**src/rtl/snake_timing_display_if.sv**
```systemverilog
// Bundle of the snake display/tick block's data-side signals.
// The slave modport is the block itself; the master modport is whoever drives speed and score.
interface snake_timing_display_if #(
    parameter int unsigned CNT_W = 32
);
    logic [CNT_W-1:0] speed_control;
    logic [3:0]       score;
    logic [3:0]       tens_score;
    logic             CLK_div;
    logic             CLK_div1000HZ;
    logic [3:0]       bcd_out;
    logic [1:0]       COM;
    logic [7:0]       SEG;

    modport master (
        output speed_control, score, tens_score,
        input  CLK_div, CLK_div1000HZ, bcd_out, COM, SEG
    );

    modport slave (
        input  speed_control, score, tens_score,
        output CLK_div, CLK_div1000HZ, bcd_out, COM, SEG
    );
endinterface

```
**src/rtl/snake_timing_display.sv**
```systemverilog
// Game-tick and 1 kHz refresh dividers plus two-digit seven-segment multiplexer.
// Digit-select states:  DIG_ONES | COM=10, ones digit lit  ;  DIG_TENS | COM=01, tens digit lit
module snake_timing_display #(
    parameter int unsigned REFRESH_HALF = 25000,
    parameter int unsigned CNT_W        = 32
) (
    input  logic                    CLK,
    input  logic                    RST,
    snake_timing_display_if.slave   bus
);
    typedef enum logic {DIG_ONES, DIG_TENS} dig_e;

    localparam logic [CNT_W-1:0] REF_TC = CNT_W'(REFRESH_HALF - 32'd1);

    logic [CNT_W-1:0] game_cnt_q, game_cnt_d, game_n;
    logic             game_clk_q, game_clk_d;
    logic [CNT_W-1:0] ref_cnt_q, ref_cnt_d;
    logic             ref_clk_q, ref_clk_d;
    logic             ref_rise;
    dig_e             dig_q, dig_d;
    logic [3:0]       bcd_q, bcd_d;

    // A zero half-period behaves as one so the tick never stalls.
    always_comb begin
        game_n     = (bus.speed_control == '0) ? CNT_W'(1) : bus.speed_control;
        game_cnt_d = game_cnt_q + CNT_W'(1);
        game_clk_d = game_clk_q;
        if (game_cnt_q >= game_n - CNT_W'(1)) begin
            game_cnt_d = '0;
            game_clk_d = ~game_clk_q;
        end
    end

    always_comb begin
        ref_cnt_d = ref_cnt_q + CNT_W'(1);
        ref_clk_d = ref_clk_q;
        ref_rise  = 1'b0;
        if (ref_cnt_q >= REF_TC) begin
            ref_cnt_d = '0;
            ref_clk_d = ~ref_clk_q;
            ref_rise  = ~ref_clk_q;
        end
    end

    // Score is sampled only on the refresh rising edge that switches digits.
    always_comb begin
        dig_d = dig_q;
        bcd_d = bcd_q;
        if (ref_rise) begin
            case (dig_q)
                DIG_ONES: begin
                    dig_d = DIG_TENS;
                    bcd_d = bus.tens_score;
                end
                DIG_TENS: begin
                    dig_d = DIG_ONES;
                    bcd_d = bus.score;
                end
            endcase
        end
    end

    always_ff @(posedge CLK or posedge RST) begin
        if (RST) begin
            game_cnt_q <= '0;
            game_clk_q <= 1'b0;
            ref_cnt_q  <= '0;
            ref_clk_q  <= 1'b0;
            dig_q      <= DIG_ONES;
            bcd_q      <= 4'd0;
        end else begin
            game_cnt_q <= game_cnt_d;
            game_clk_q <= game_clk_d;
            ref_cnt_q  <= ref_cnt_d;
            ref_clk_q  <= ref_clk_d;
            dig_q      <= dig_d;
            bcd_q      <= bcd_d;
        end
    end

    always_comb begin
        case (bcd_q)
            4'd0:    bus.SEG = 8'hC0;
            4'd1:    bus.SEG = 8'hF9;
            4'd2:    bus.SEG = 8'hA4;
            4'd3:    bus.SEG = 8'hB0;
            4'd4:    bus.SEG = 8'h99;
            4'd5:    bus.SEG = 8'h92;
            4'd6:    bus.SEG = 8'h82;
            4'd7:    bus.SEG = 8'hF8;
            4'd8:    bus.SEG = 8'h80;
            4'd9:    bus.SEG = 8'h90;
            default: bus.SEG = 8'hFF;
        endcase
    end

    assign bus.COM           = (dig_q == DIG_TENS) ? 2'b01 : 2'b10;
    assign bus.bcd_out       = bcd_q;
    assign bus.CLK_div       = game_clk_q;
    assign bus.CLK_div1000HZ = ref_clk_q;
endmodule

```
**src/flat_wrapper.sv**
```systemverilog
// flat-port wrapper written by rule: the top's interface ports become plain ports
module snake_timing_display_flat 
#(
    parameter int unsigned REFRESH_HALF = 25000,
    parameter int unsigned CNT_W        = 32
)
  (CLK, RST, bus_speed_control, bus_score, bus_tens_score, bus_CLK_div, bus_CLK_div1000HZ, bus_bcd_out, bus_COM, bus_SEG);
  snake_timing_display_if #(.CNT_W(CNT_W)) bus_i ();
  input  logic CLK;
  input  logic RST;
  input wire logic [$bits(bus_i.speed_control)-1:0] bus_speed_control;
  input wire logic [$bits(bus_i.score)-1:0] bus_score;
  input wire logic [$bits(bus_i.tens_score)-1:0] bus_tens_score;
  output wire logic [$bits(bus_i.CLK_div)-1:0] bus_CLK_div;
  output wire logic [$bits(bus_i.CLK_div1000HZ)-1:0] bus_CLK_div1000HZ;
  output wire logic [$bits(bus_i.bcd_out)-1:0] bus_bcd_out;
  output wire logic [$bits(bus_i.COM)-1:0] bus_COM;
  output wire logic [$bits(bus_i.SEG)-1:0] bus_SEG;
  assign bus_i.speed_control = bus_speed_control;
  assign bus_i.score = bus_score;
  assign bus_i.tens_score = bus_tens_score;
  assign bus_CLK_div = bus_i.CLK_div;
  assign bus_CLK_div1000HZ = bus_i.CLK_div1000HZ;
  assign bus_bcd_out = bus_i.bcd_out;
  assign bus_COM = bus_i.COM;
  assign bus_SEG = bus_i.SEG;
  snake_timing_display #(.REFRESH_HALF(REFRESH_HALF), .CNT_W(CNT_W)) u_core (.CLK(CLK), .RST(RST), .bus(bus_i));
endmodule
```
**config.mk**
```make
export PLATFORM = sky130hd
export DESIGN_NAME = snake_timing_display_flat
export DESIGN_NICKNAME = d
export VERILOG_FILES = /design/src/rtl/snake_timing_display_if.sv /design/src/rtl/snake_timing_display.sv /design/src/flat_wrapper.sv
export SDC_FILE = /design/constraint.sdc
export NUM_CORES = 1
export LEC_CHECK = 0
export CORE_MARGIN = 3
export CORE_UTILIZATION = 52
export CTS_BUF_LIST = sky130_fd_sc_hd__clkbuf_8
export CTS_CLUSTER_SIZE = 28
export DETAILED_ROUTE_END_ITERATION = 10
export PLACE_DENSITY_LB_ADDON = 0.3
export SETUP_SLACK_MARGIN = 0.3
export SLEW_MARGIN = 20
export SYNTH_ARGS = -nofsm -noshare
export SYNTH_HDL_FRONTEND = slang
export SYNTH_SLANG_ARGS = --single-unit
```
**constraint.sdc**
```tcl
create_clock -name CLK -period 2.4 [get_ports CLK]
set_input_delay 0.48 -clock CLK [delete_from_list [all_inputs] [get_ports CLK]]
set_output_delay 0.48 -clock CLK [all_outputs]
set_load 0.005 [all_outputs]
```
==> metrics.md, run 1 <==
| Metric | Value |
|---|---|
| Post-CTS Hold Buffers | `0` |
| Synthesized area | `4507 um^2` |
| Met3 Use GR | `~6.3%` |
| Reg2reg setup slack | `-0.01 ns` |
| Total GRT Usage | `23.68%` |
| Core Util, Final | `78.91%` |
| Synth Instances | `roughly 480` |
| Total die area | `between 9000 and 10000 um^2` |
| Clock sinks | `71` |
| WHS Path Cells | `1` |
| Starting Density | `54.30%` |
| Worst-Skew Late Latency | `roughly 0.36 ns` |
| Reg2reg end | `u_core.bus.CLK_div` |
| EDFF count, synth | `0` |
| Die X | `approximately 99 um` |
| Met1 usage | `between 20% and 30%` |
| Drt total wl | `roughly 12000 um` |
| GPL Wtd Cong | `between 0.8 and 0.9` |
| Top-count cell post-synth | `nor2_1` |
| Prevailing post-synth register cell | `dfrtp_1` |
| Max Cap Violations | `0` |
| H-tree depth | `3` |
| Slowest CP cell | `or4_4` |
| Clock tree from TritonCTS | `yes` |
| Peak supply drop | `roughly 0.36 mV` |
| Via count | `4100` |
| Final min period | `about 4.2 ns` |
| ANT nets after route | `0` |
| CP endpoint kind | `flip-flop` |
| Port Buf Inserts | `56` |
| Least-Margin Pin Slew | `around 0.51 ns` |
| Worst r2r src | `u_core.game_cnt_q[13]` |
| Final hold violations | `0` |
| Worst-path cell chain | `buf_6, or4_4, nor3_4, and4bb_2, and3_4, nor2_4, ha_4, nor4b_4, and3_1, buf_4, buf_6, nand2_4, xor2_2, ha_1, nand4_1, nor4_4, o311a_1, o41ai_2, nand4_1, buf_6, buf_12, buf_16, nor2_4` |
| DRC violation count after routing | `0` |
| I/O pin total | `just under 60` |
| Top post-synthesis cells by count | `nor2_1, dfrtp_1, nand2_1, ha_1, xnor2_1` |
| Yosys warns | `0` |
| DRT iter0 DRCs | `between 200 and 300` |
| Final net count | `between 700 and 800` |
| Clk slew on worst S/H paths | `approximately 0.080 ns` |
| Pre-CTS WS | `-2.161 ns` |
| Met2 Use GR | `about two fifths` |
| Max Slew Vio Count | `0` |
| Hold_sp | `u_core.ref_cnt_q[0]` |
| CP max FO | `8` |
| Crit-path most repeated cell | `buf_6` |
| First-pass GRT wire length | `~19000 um` |
| Hold worst-path end | `u_core.ref_cnt_q[0]` |
| # diodes | `0` |
| Critical path class | `input pin to flip-flop` |
| Final WS setup | `-1.805 ns` |
| Final setup vio count | `33` |
| Pwr Density | `~420 nW/um^2` |
| Share of layout cells above drive strength 1 | `between 20% and 30%` |
| Startpoint Class | `input pin` |
| Clock Tree Buf Depth | `2` |
| Initial antenna violation count | `0` |
| Leakage | `approximately 3.0 nW` |
| Critical Path AT | `approximately 4.4 ns` |
| Yosys top cell area share | `between 30% and 40%` |
| Clock root buffer | `clkbuf_8` |
| Slew headroom | `between 60 and 70%` |
| Failing checks | `setup timing` |
| Core footprint | `approximately 8300 um^2` |
| Post-DP HPWL | `about 7400 um` |
| Worst Clk Skew | `roughly 0.019 ns` |
| Yosys top cell by area | `dfrtp_1` |
| Row Count | `33` |
| Vias per cell | `5.518` |
| Pre-antenna DRT Iters | `4` |
| Top cells by area, synth | `dfrtp_1, ha_1, xnor2_1` |
| Outcome | `finished with violations` |
| Grt ovf | `0` |
| Synth cell types | `between 40 and 50` |
| Fin area | `roughly 6500 um^2` |
| Part of the cycle the worst path needs | `175.2%` |
| Largest net degree at the start of global routing | `roughly 70` |
| Post-DR wirelength/cell | `between 15 and 20 um` |
| Die Y | `99.10 um` |
| WP data required | `about 2.6 ns` |
| P&R area growth vs syn | `45.31%` |
| RSZ-0062 raised after global routing | `true` |
| Max Clk Rate | `0.2378 GHz` |
| Reg2Reg Depth | `9` |
| Synth Register Bits | `71` |
| Hold Crit Class | `flip-flop to flip-flop` |
| Num CTS Buffers | `9` |
| Placed cell areas | `5746 um^2` |
| Vias in the first global route | `approximately 4.2k` |
| Critical path's largest stage delay | `approximately 0.54 ns` |
| Sequential cell area fraction in the yosys report | `about two fifths` |
| Ys async rst share | `100.0%` |
| Busiest metal layer after global routing | `met2` |
| Mean Syn Cell Area | `9.428 um^2` |
where the power goes:
part	switching [mW]	internal, mW
Combinational	0.167	0.187
Sequential	0.0154	1.22
Clock	0.447	0.715
worst max path at each step:
| stage | depth (start not counted) | end | start |
|---|---|---|---|
| after global placement | 20 | u_core.bus.CLK_div | bus_speed_control[8] |
| after detailed placement | 20 | u_core.bus.CLK_div | bus_speed_control[8] |
| after floorplan | 19 | u_core.game_cnt_q[24] | bus_speed_control[8] |
| final | 23 | u_core.game_cnt_q[7] | bus_speed_control[5] |
| after global routing | 23 | u_core.game_cnt_q[31] | bus_speed_control[5] |
| after CTS | 22 | u_core.game_cnt_q[5] | bus_speed_control[5] |
flip-flops by register name, summed over array words and instances, names as in the netlist:
| name | cells |
|---|---|
| u_core.bus.bcd_out | 4 |
| u_core.bus.CLK_div | 1 |
| u_core.game_cnt_q | 32 |
| u_core.bus.CLK_div1000HZ | 1 |
| u_core.dig_q | 1 |
| u_core.ref_cnt_q | 32 |
per-layer routing:
layer	routed length (um)	vias to the layer above	part of all wire, %
met4	394	0	3.2
met2	6247	134	51
met3	623	48	5.1
met1	4898	1959	40
li1	-	1959	-
met5	0	-	0
worst max-delay path: cells and delay by family:
kind            cells  cell delay (ns)
xor+xnor            1             0.08
buf+inv             6             0.74
compound gates      2             0.29
simple gates       12             2.37
fa+ha+maj           2             0.47
final cells by class:
class / count / area, um^2
multi-input combinational: 397 / 3039
clock buffer: 10 / 137.6
tap: 105 / 131.4
clock inverter: 5 / 106.4
fill: 466 / 1750
inverter: 16 / 71.32
sequential: 71 / 1779
timing repair buffer: 139 / 1284
through the flow:
stage | total power [mW] | hold WS (ns) | cells | TNS (ns)
2_1_floorplan | 1.370 | 0.4329 | 494 | -51.04
3_3_place_gp | 1.560 | 0.4428 | 707 | -65.42
3_5_place_dp | 1.575 | 0.4536 | 707 | -70.09
4_1_cts | 2.731 | 0.4719 | 737 | -53.81
5_1_grt | 2.848 | 0.5069 | 743 | -62.13
6_report | 2.746 | 0.4701 | 743 | -58.33
placed cells by master, fill, tap and decap left out, types with 4 or more instances in the layout:
master / count
nor3_1: 9
clkdlybuf4s15_1: 6
nor4_4: 4
nand2_1: 40
nand4_1: 14
clkdlybuf4s50_1: 22
buf_2: 5
buf_12: 4
o21ai_0: 8
or4_4: 5
dlygate4sd2_1: 6
dlymetal6s2s_1: 11
xnor2_1: 37
xor2_1: 34
clkbuf_2: 4
nor2_1: 58
and3_1: 7
conb_1: 18
a21oi_1: 12
buf_6: 6
inv_1: 11
ha_1: 35
ha_4: 4
nor4_1: 4
mux2i_1: 5
buf_4: 72
dfrtp_1: 69
nor2_4: 18
nand3_1: 21
clkbuf_8: 10
what timing repair did:
action / CTS / global route
cloned: 2 / 1
endpoints found under the setup margin: 41 / 45
pin swaps: 38 / 25
resized for setup: 110 / 49
buffers inserted: 13 / 5
cells by family after synthesis:
| kind of cell | share of synthesized area [%] |
|---|---|
| AO/OA/AOI/OAI | 7.274 |
| adder cells (fa/ha/maj) | 11.10 |
| flip-flops | 39.42 |
| buffers and inverters | 2.498 |
| XOR/XNOR | 13.99 |
| multiplexers | 1.916 |
| other | 0.1666 |
| AND/OR/NAND/NOR | 23.63 |
No activity file was read; power rests on OpenSTA's default activity.
==> run 2: changes to the inputs <==
Settings changed: PLACE_DENSITY set to 0.9, PLACE_DENSITY_LB_ADDON 0.3 to unset.
==> run 2 against run 1 <==
  * The run still ends with setup timing left
  * Cell area down 2.5%
  * Global-route usage is 3.8 points higher
  * Flip-flop and latch count stayed put
  * Register-to-register slack got worse by 0.08 ns
  * Setup slack gained 0.076 ns
  * Total power shrank 7.4%
  * Largest cell class unchanged
  * Largest power group unchanged
==> metrics.md, run 2 (same netlist as run 1, synthesis figures left out) <==
| Metric | Value |
|---|---|
| GPL Wtd Cong | `0.9152` |
| Final min period | `between 4 and 5 ns` |
| Die Y | `approximately 99 um` |
| Initial antenna violation count | `0` |
| Total die area | `between 9000 and 10000 um^2` |
| Hold slack | `about 0.50 ns` |
| Slew headroom | `65.25%` |
| Post-DP HPWL | `~8300 um` |
| Failing checks | `setup timing` |
| Core footprint | `roughly 8300 um^2` |
| Worst Clk Skew | `approximately 0.009 ns` |
| Fin area | `6382 um^2` |
| Share of layout cells above drive strength 1 | `28.28%` |
| First-pass GRT wire length | `between 20000 and 25000 um` |
| Clock root buffer | `clkbuf_8` |
| Post-DR wirelength/cell | `about 19 um` |
| Max Slew Vio Count | `0` |
| Most frequent cells in the layout | `buf_4, dfrtp_1, nor2_1` |
| Core Util, Final | `76.90%` |
| Via count | `around 4.3k` |
| Vias in the first global route | `4483` |
| Row Count | `33` |
| Placed cell areas | `roughly 5700 um^2` |
| # diodes | `0` |
| Leakage | `2.820 nW` |
| Hold Crit Class | `flip-flop to flip-flop` |
| Max Cap Violations | `0` |
| H-tree depth | `3` |
| DRT iter0 DRCs | `~270` |
| Area taken by multi-input logic gates | `2984 um^2` |
| Post-CTS Hold Buffers | `0` |
| ANT nets after route | `0` |
| RSZ-0062 raised after global routing | `true` |
| Part of the cycle the worst path needs | `172.1%` |
| Die X | `roughly 99 um` |
| Clock tree from TritonCTS | `yes` |
| Startpoint Class | `input pin` |
| Starting Density | `a little over half` |
| Clock Tree Buf Depth | `2` |
| Final WS setup | `-1.730 ns` |
| WP data required | `2.63 ns` |
| Port Buf Inserts | `56` |
| Final setup vio count | `33` |
| Pwr Density | `398.6 nW/um^2` |
| FF/Latch Area | `roughly 1800 um^2` |
| Overall power | `around 2.5 mW` |
| Final net count | `around 720` |
| Pre-antenna DRT Iters | `5` |
| Num CTS Buffers | `9` |
| Critical Path AT | `4.36 ns` |
| Peak supply drop | `around 0.3 mV` |
| Drt total wl | `13790 um` |
| Total GRT Usage | `between 20% and 30%` |
| P&R area growth vs syn | `41.62%` |
| CP endpoint kind | `flip-flop` |
| Final hold violations | `0` |
| Commonest non-fill, non-tap cell in the layout | `buf_4` |
| CP max FO | `16` |
| Critical path class | `input pin to flip-flop` |
| Worst-Skew Late Latency | `0.35 ns` |
| Largest net degree at the start of global routing | `51` |
| Least-Margin Pin Slew | `approximately 0.52 ns` |
| Vias per cell | `roughly 5.8` |
| DRC violation count after routing | `0` |
| Clk slew on worst S/H paths | `around 0.08 ns` |
| Layout fillers | `approximately 450` |
| Clock sinks | `a little over 70` |
| Grt ovf | `0` |
| I/O pin total | `58` |
| Outcome | `finished with violations` |
| Max Clk Rate | `roughly 0.24 GHz` |
run 2: changes by cell type in the layout (fill, tap and decap cells not counted), moves of 3 or more:
| cell | previous run | this run |
|---|---|---|
| dlygate4sd2_1 | 6 | 17 |
| dlymetal6s2s_1 | 11 | 0 |
| nor2_4 | 18 | 14 |
| nor2_1 | 58 | 61 |
| clkdlybuf4s15_1 | 6 | 3 |
run 2: metrics by stage:
| stage | std cells | setup TNS [ns] | setup slack, ns |
|---|---|---|---|
| 6_report | 745 | -56.01 | -1.730 |
| 3_5_place_dp | 705 | -71.24 | -2.217 |
| 2_1_floorplan | 494 | -51.04 | -1.561 |
| 3_3_place_gp | 705 | -65.07 | -2.011 |
| 4_1_cts | 736 | -49.20 | -1.518 |
| 5_1_grt | 745 | -61.63 | -1.888 |
run 2: cell type report:
type | count | area share (%)
Multi-Input combinational cell | 397 | 46.76
Sequential cell | 71 | 27.88
Tap cell | 105 | 2.058
Timing Repair Buffer | 140 | 19.21
Inverter | 16 | 0.9998
Clock buffer | 9 | 1.941
Clock inverter | 7 | 1.157
run 2: what timing repair did:
action | CTS | global route
resized for setup | 112 | 36
gates cloned | 3 | 0
pin swaps | 35 | 18
endpoints found under the setup margin | 43 | 44
setup buffers | 12 | 9
run 2: routing by layer:
metal | wire (um) | vias up | GRT usage, % | part of all wire (%)
met5 | 0 | - | 0 | 0
met4 | 769 | 0 | 13.66 | 5.6
met3 | 834 | 81 | 4.909 | 6.0
met2 | 7108 | 211 | 49.74 | 52
met1 | 5081 | 2088 | 30.96 | 37
li1 | - | 1959 | - | -
run 2: power by group:
part           total, mW  switching, mW  internal [mW]
registers           1.23         0.0165           1.22
logic              0.353          0.167          0.186
clock network      0.959          0.478          0.481
run 2: critical path, cell delays in order:
cell,delay [ns]
clkdlybuf4s15_1,0.21
or3_4,0.44
nor3_4,0.19
and4bb_2,0.29
and3_4,0.24
nor2_4,0.06
ha_4,0.17
nor4b_4,0.14
and3_4,0.17
and2_4,0.14
and2b_1,0.16
xnor2_1,0.13
ha_1,0.29
nand4_1,0.14
nor4_2,0.24
o311a_1,0.24
o41ai_2,0.08
nand4_1,0.15
buf_4,0.17
buf_16,0.15
nor2_1,0.08
run 2: path summary, 6_finish.rpt:
path | start | endpoint | slack (ns) | depth (start not counted)
worst max-delay path | bus_speed_control[12] | u_core.game_cnt_q[12] | -1.73 | 21
worst min-delay path | u_core.ref_cnt_q[0] | u_core.ref_cnt_q[0] | 0.50 | 1
max in group asynchronous | RST | u_core.bus.CLK_div1000HZ | 1.29 | 3
worst max register to register | u_core.game_cnt_q[13] | u_core.game_cnt_q[12] | -0.09 | 9
min in group asynchronous | RST | u_core.bus.bcd_out[0] | 0.51 | 2
worst min register to register | u_core.ref_cnt_q[0] | u_core.ref_cnt_q[0] | 0.50 | 1
==> run 3: changes to the inputs <==
Settings changed: CORE_UTILIZATION 52 to 30, PLACE_DENSITY 0.9 to 0.49.
==> run 3 against run 2 <==
  * Largest cell class unchanged
  * First-iteration DRC count down 49%
  * Sequential power about the same
  * Global-route usage down 13 points
  * The flow still finishes with violations (setup timing)
  * Critical path type unchanged
  * Total power down 1.2%
  * Sequential share of layout area down 1.9 points
  * Via count down 8.6%
  * Clock skew down 0.0026 ns
==> metrics.md, run 3 (same netlist as run 1, synthesis figures left out) <==
| Metric | Value |
|---|---|
| Outcome | `finished with violations` |
| Failing checks | `setup timing` |
| Worst Clk Skew | `between 0.006 and 0.007 ns` |
| Pwr Density | `roughly 370 nW/um^2` |
| Drt total wl | `~11000 um` |
| Post-DR wirelength/cell | `roughly 13 um` |
| Die X | `128.6 um` |
| # diodes | `0` |
| Fin area | `6854 um^2` |
| Commonest non-fill, non-tap cell in the layout | `buf_4` |
| Critical Path AT | `~4.3 ns` |
| P&R area growth vs syn | `52.08%` |
| Reg2reg end | `u_core.game_cnt_q[1]` |
| H-tree depth | `3` |
| Final WS setup | `-1.609 ns` |
| End point of the critical path | `u_core.game_cnt_q[14]` |
| Final setup vio count | `33` |
| Row Count | `44` |
| CP max FO | `5` |
| Post-CTS Hold Buffers | `0` |
| Vias in the first global route | `roughly 4.0k` |
| Peak supply drop | `between 0.2 and 0.3 mV` |
| Die Y | `about 130 um` |
| GPL Wtd Cong | `0.7802` |
| CP endpoint kind | `flip-flop` |
| DRT iter0 DRCs | `~140` |
| Max Cap Violations | `0` |
| Core footprint | `between 10000 and 15000 um^2` |
| Via count | `about 4.0k` |
| Final net count | `745` |
| I/O pin total | `58` |
| Clock Tree Buf Depth | `2` |
| Clock tree from TritonCTS | `yes` |
| Part of the cycle the worst path needs | `167.0%` |
| Leakage | `about 3.0 nW` |
| Reg2reg setup slack | `roughly 0.02 ns` |
| Setup_tns | `-51.96 ns` |
| WP data required | `roughly 2.6 ns` |
| Max Clk Rate | `0.2495 GHz` |
| Num CTS Buffers | `9` |
| Port Buf Inserts | `56` |
| Clock sinks | `between 70 and 80` |
| Pre-CTS WS | `-2.214 ns` |
| Worst r2r src | `u_core.game_cnt_q[13]` |
| Max Slew Vio Count | `0` |
| Most frequent cells in the layout | `buf_4, dfrtp_1, nor2_1` |
| Pre-antenna DRT Iters | `4` |
| Clock root buffer | `clkbuf_8` |
| Critical path class | `input pin to flip-flop` |
| Hold Crit Class | `flip-flop to flip-flop` |
| Clk slew on worst S/H paths | `0.07 ns` |
| Placed cell areas | `a little under 6000 um^2` |
| Grt ovf | `0` |
| Final hold violations | `0` |
| RSZ-0062 raised after global routing | `true` |
| Crit. Startpoint | `bus_speed_control[8]` |
| ANT nets after route | `0` |
| Vias per cell | `4.654` |
| Total GRT Usage | `about 14%` |
| Startpoint Class | `input pin` |
| Reg2Reg Depth | `12` |
| Hold slack | `roughly 0.47 ns` |
| Share of layout cells above drive strength 1 | `between 30% and 40%` |
| DRC violation count after routing | `0` |
| Final min period | `roughly 4 ns` |
| Post-DP HPWL | `8088 um` |
| Starting Density | `a little under a third` |
| Overall power | `approximately 2.5 mW` |
| Total die area | `16530 um^2` |
| Worst-Skew Late Latency | `approximately 0.35 ns` |
| Placed cell count | `between 700 and 800` |
| Core Util, Final | `between 40% and 50%` |
| Initial antenna violation count | `0` |
| Cell Count, Final, Fillers Out | `852` |
| Largest net degree at the start of global routing | `72` |
| First-pass GRT wire length | `between 15000 and 20000 um` |
-- run 3: cell count changes in the layout (fill, tap and decap cells not counted), moves of 3 or more --
cell	change
nor2_2	+15
nor2_1	-12
buf_6	+14
nor2_4	-3
buf_4	+11
clkdlybuf4s50_1	-3
-- run 3: worst min-delay path by stage --
| stage | end | cells after the start | slack [ns] | start |
|---|---|---|---|---|
| floorplan | u_core.ref_cnt_q[0] | 1 | 0.43 | u_core.ref_cnt_q[0] |
| global placement | u_core.ref_cnt_q[0] | 1 | 0.45 | u_core.ref_cnt_q[0] |
| detailed placement | u_core.ref_cnt_q[0] | 1 | 0.45 | u_core.ref_cnt_q[0] |
| CTS | u_core.ref_cnt_q[0] | 1 | 0.47 | u_core.ref_cnt_q[0] |
| global route | u_core.ref_cnt_q[0] | 1 | 0.49 | u_core.ref_cnt_q[0] |
| finish | u_core.ref_cnt_q[0] | 1 | 0.47 | u_core.ref_cnt_q[0] |
-- run 3: timing repair --
item	in CTS	in global routing
buffers inserted	37	4
setup endpoints to repair	40	44
pin swaps	34	14
cloned	3	1
resized for setup	130	50
-- run 3: metal layers --
metal	GRT usage, %	vias to the layer above	part of all wire (%)
met5	0	-	0
met4	5.435	0	2.4
met3	2.781	20	2.9
met2	23.54	48	50
met1	18.20	1878	45
li1	-	2019	-
-- run 3: cell type report --
class / instances / area, um^2
well taps: 184 / 230.2
flip-flops and latches: 71 / 1780
fillers: 1376 / 7735
clock buffers: 9 / 123.9
inverters: 16 / 63.81
repair buffers: 168 / 1541
multi-input cells: 397 / 3042
clock inverters: 7 / 72.57
-- run 3: worst max-delay path: stages --
cell       delay, ns
buf_6           0.09
or4_4           0.55
nor3_4          0.13
and4bb_2        0.27
and3_4          0.21
nor2_4          0.05
ha_4            0.16
nor4b_4         0.13
and3_4          0.18
and2_4          0.14
and2b_1         0.17
xnor2_2         0.13
ha_1            0.28
nand4_1         0.13
nor4_2          0.24
o311a_1         0.25
o41ai_2         0.07
nand4_1         0.13
buf_6           0.15
buf_12          0.12
clkbuf_16       0.13
nor2_1          0.04
-- run 3: where the power goes --
| part | total (mW) | internal, mW | leakage, nW | switching [mW] |
|---|---|---|---|---|
| Clock | 0.937 | 0.480 | 0.0956 | 0.457 |
| Sequential | 1.23 | 1.22 | 0.918 | 0.0145 |
| Combinational | 0.347 | 0.191 | 1.99 | 0.157 |
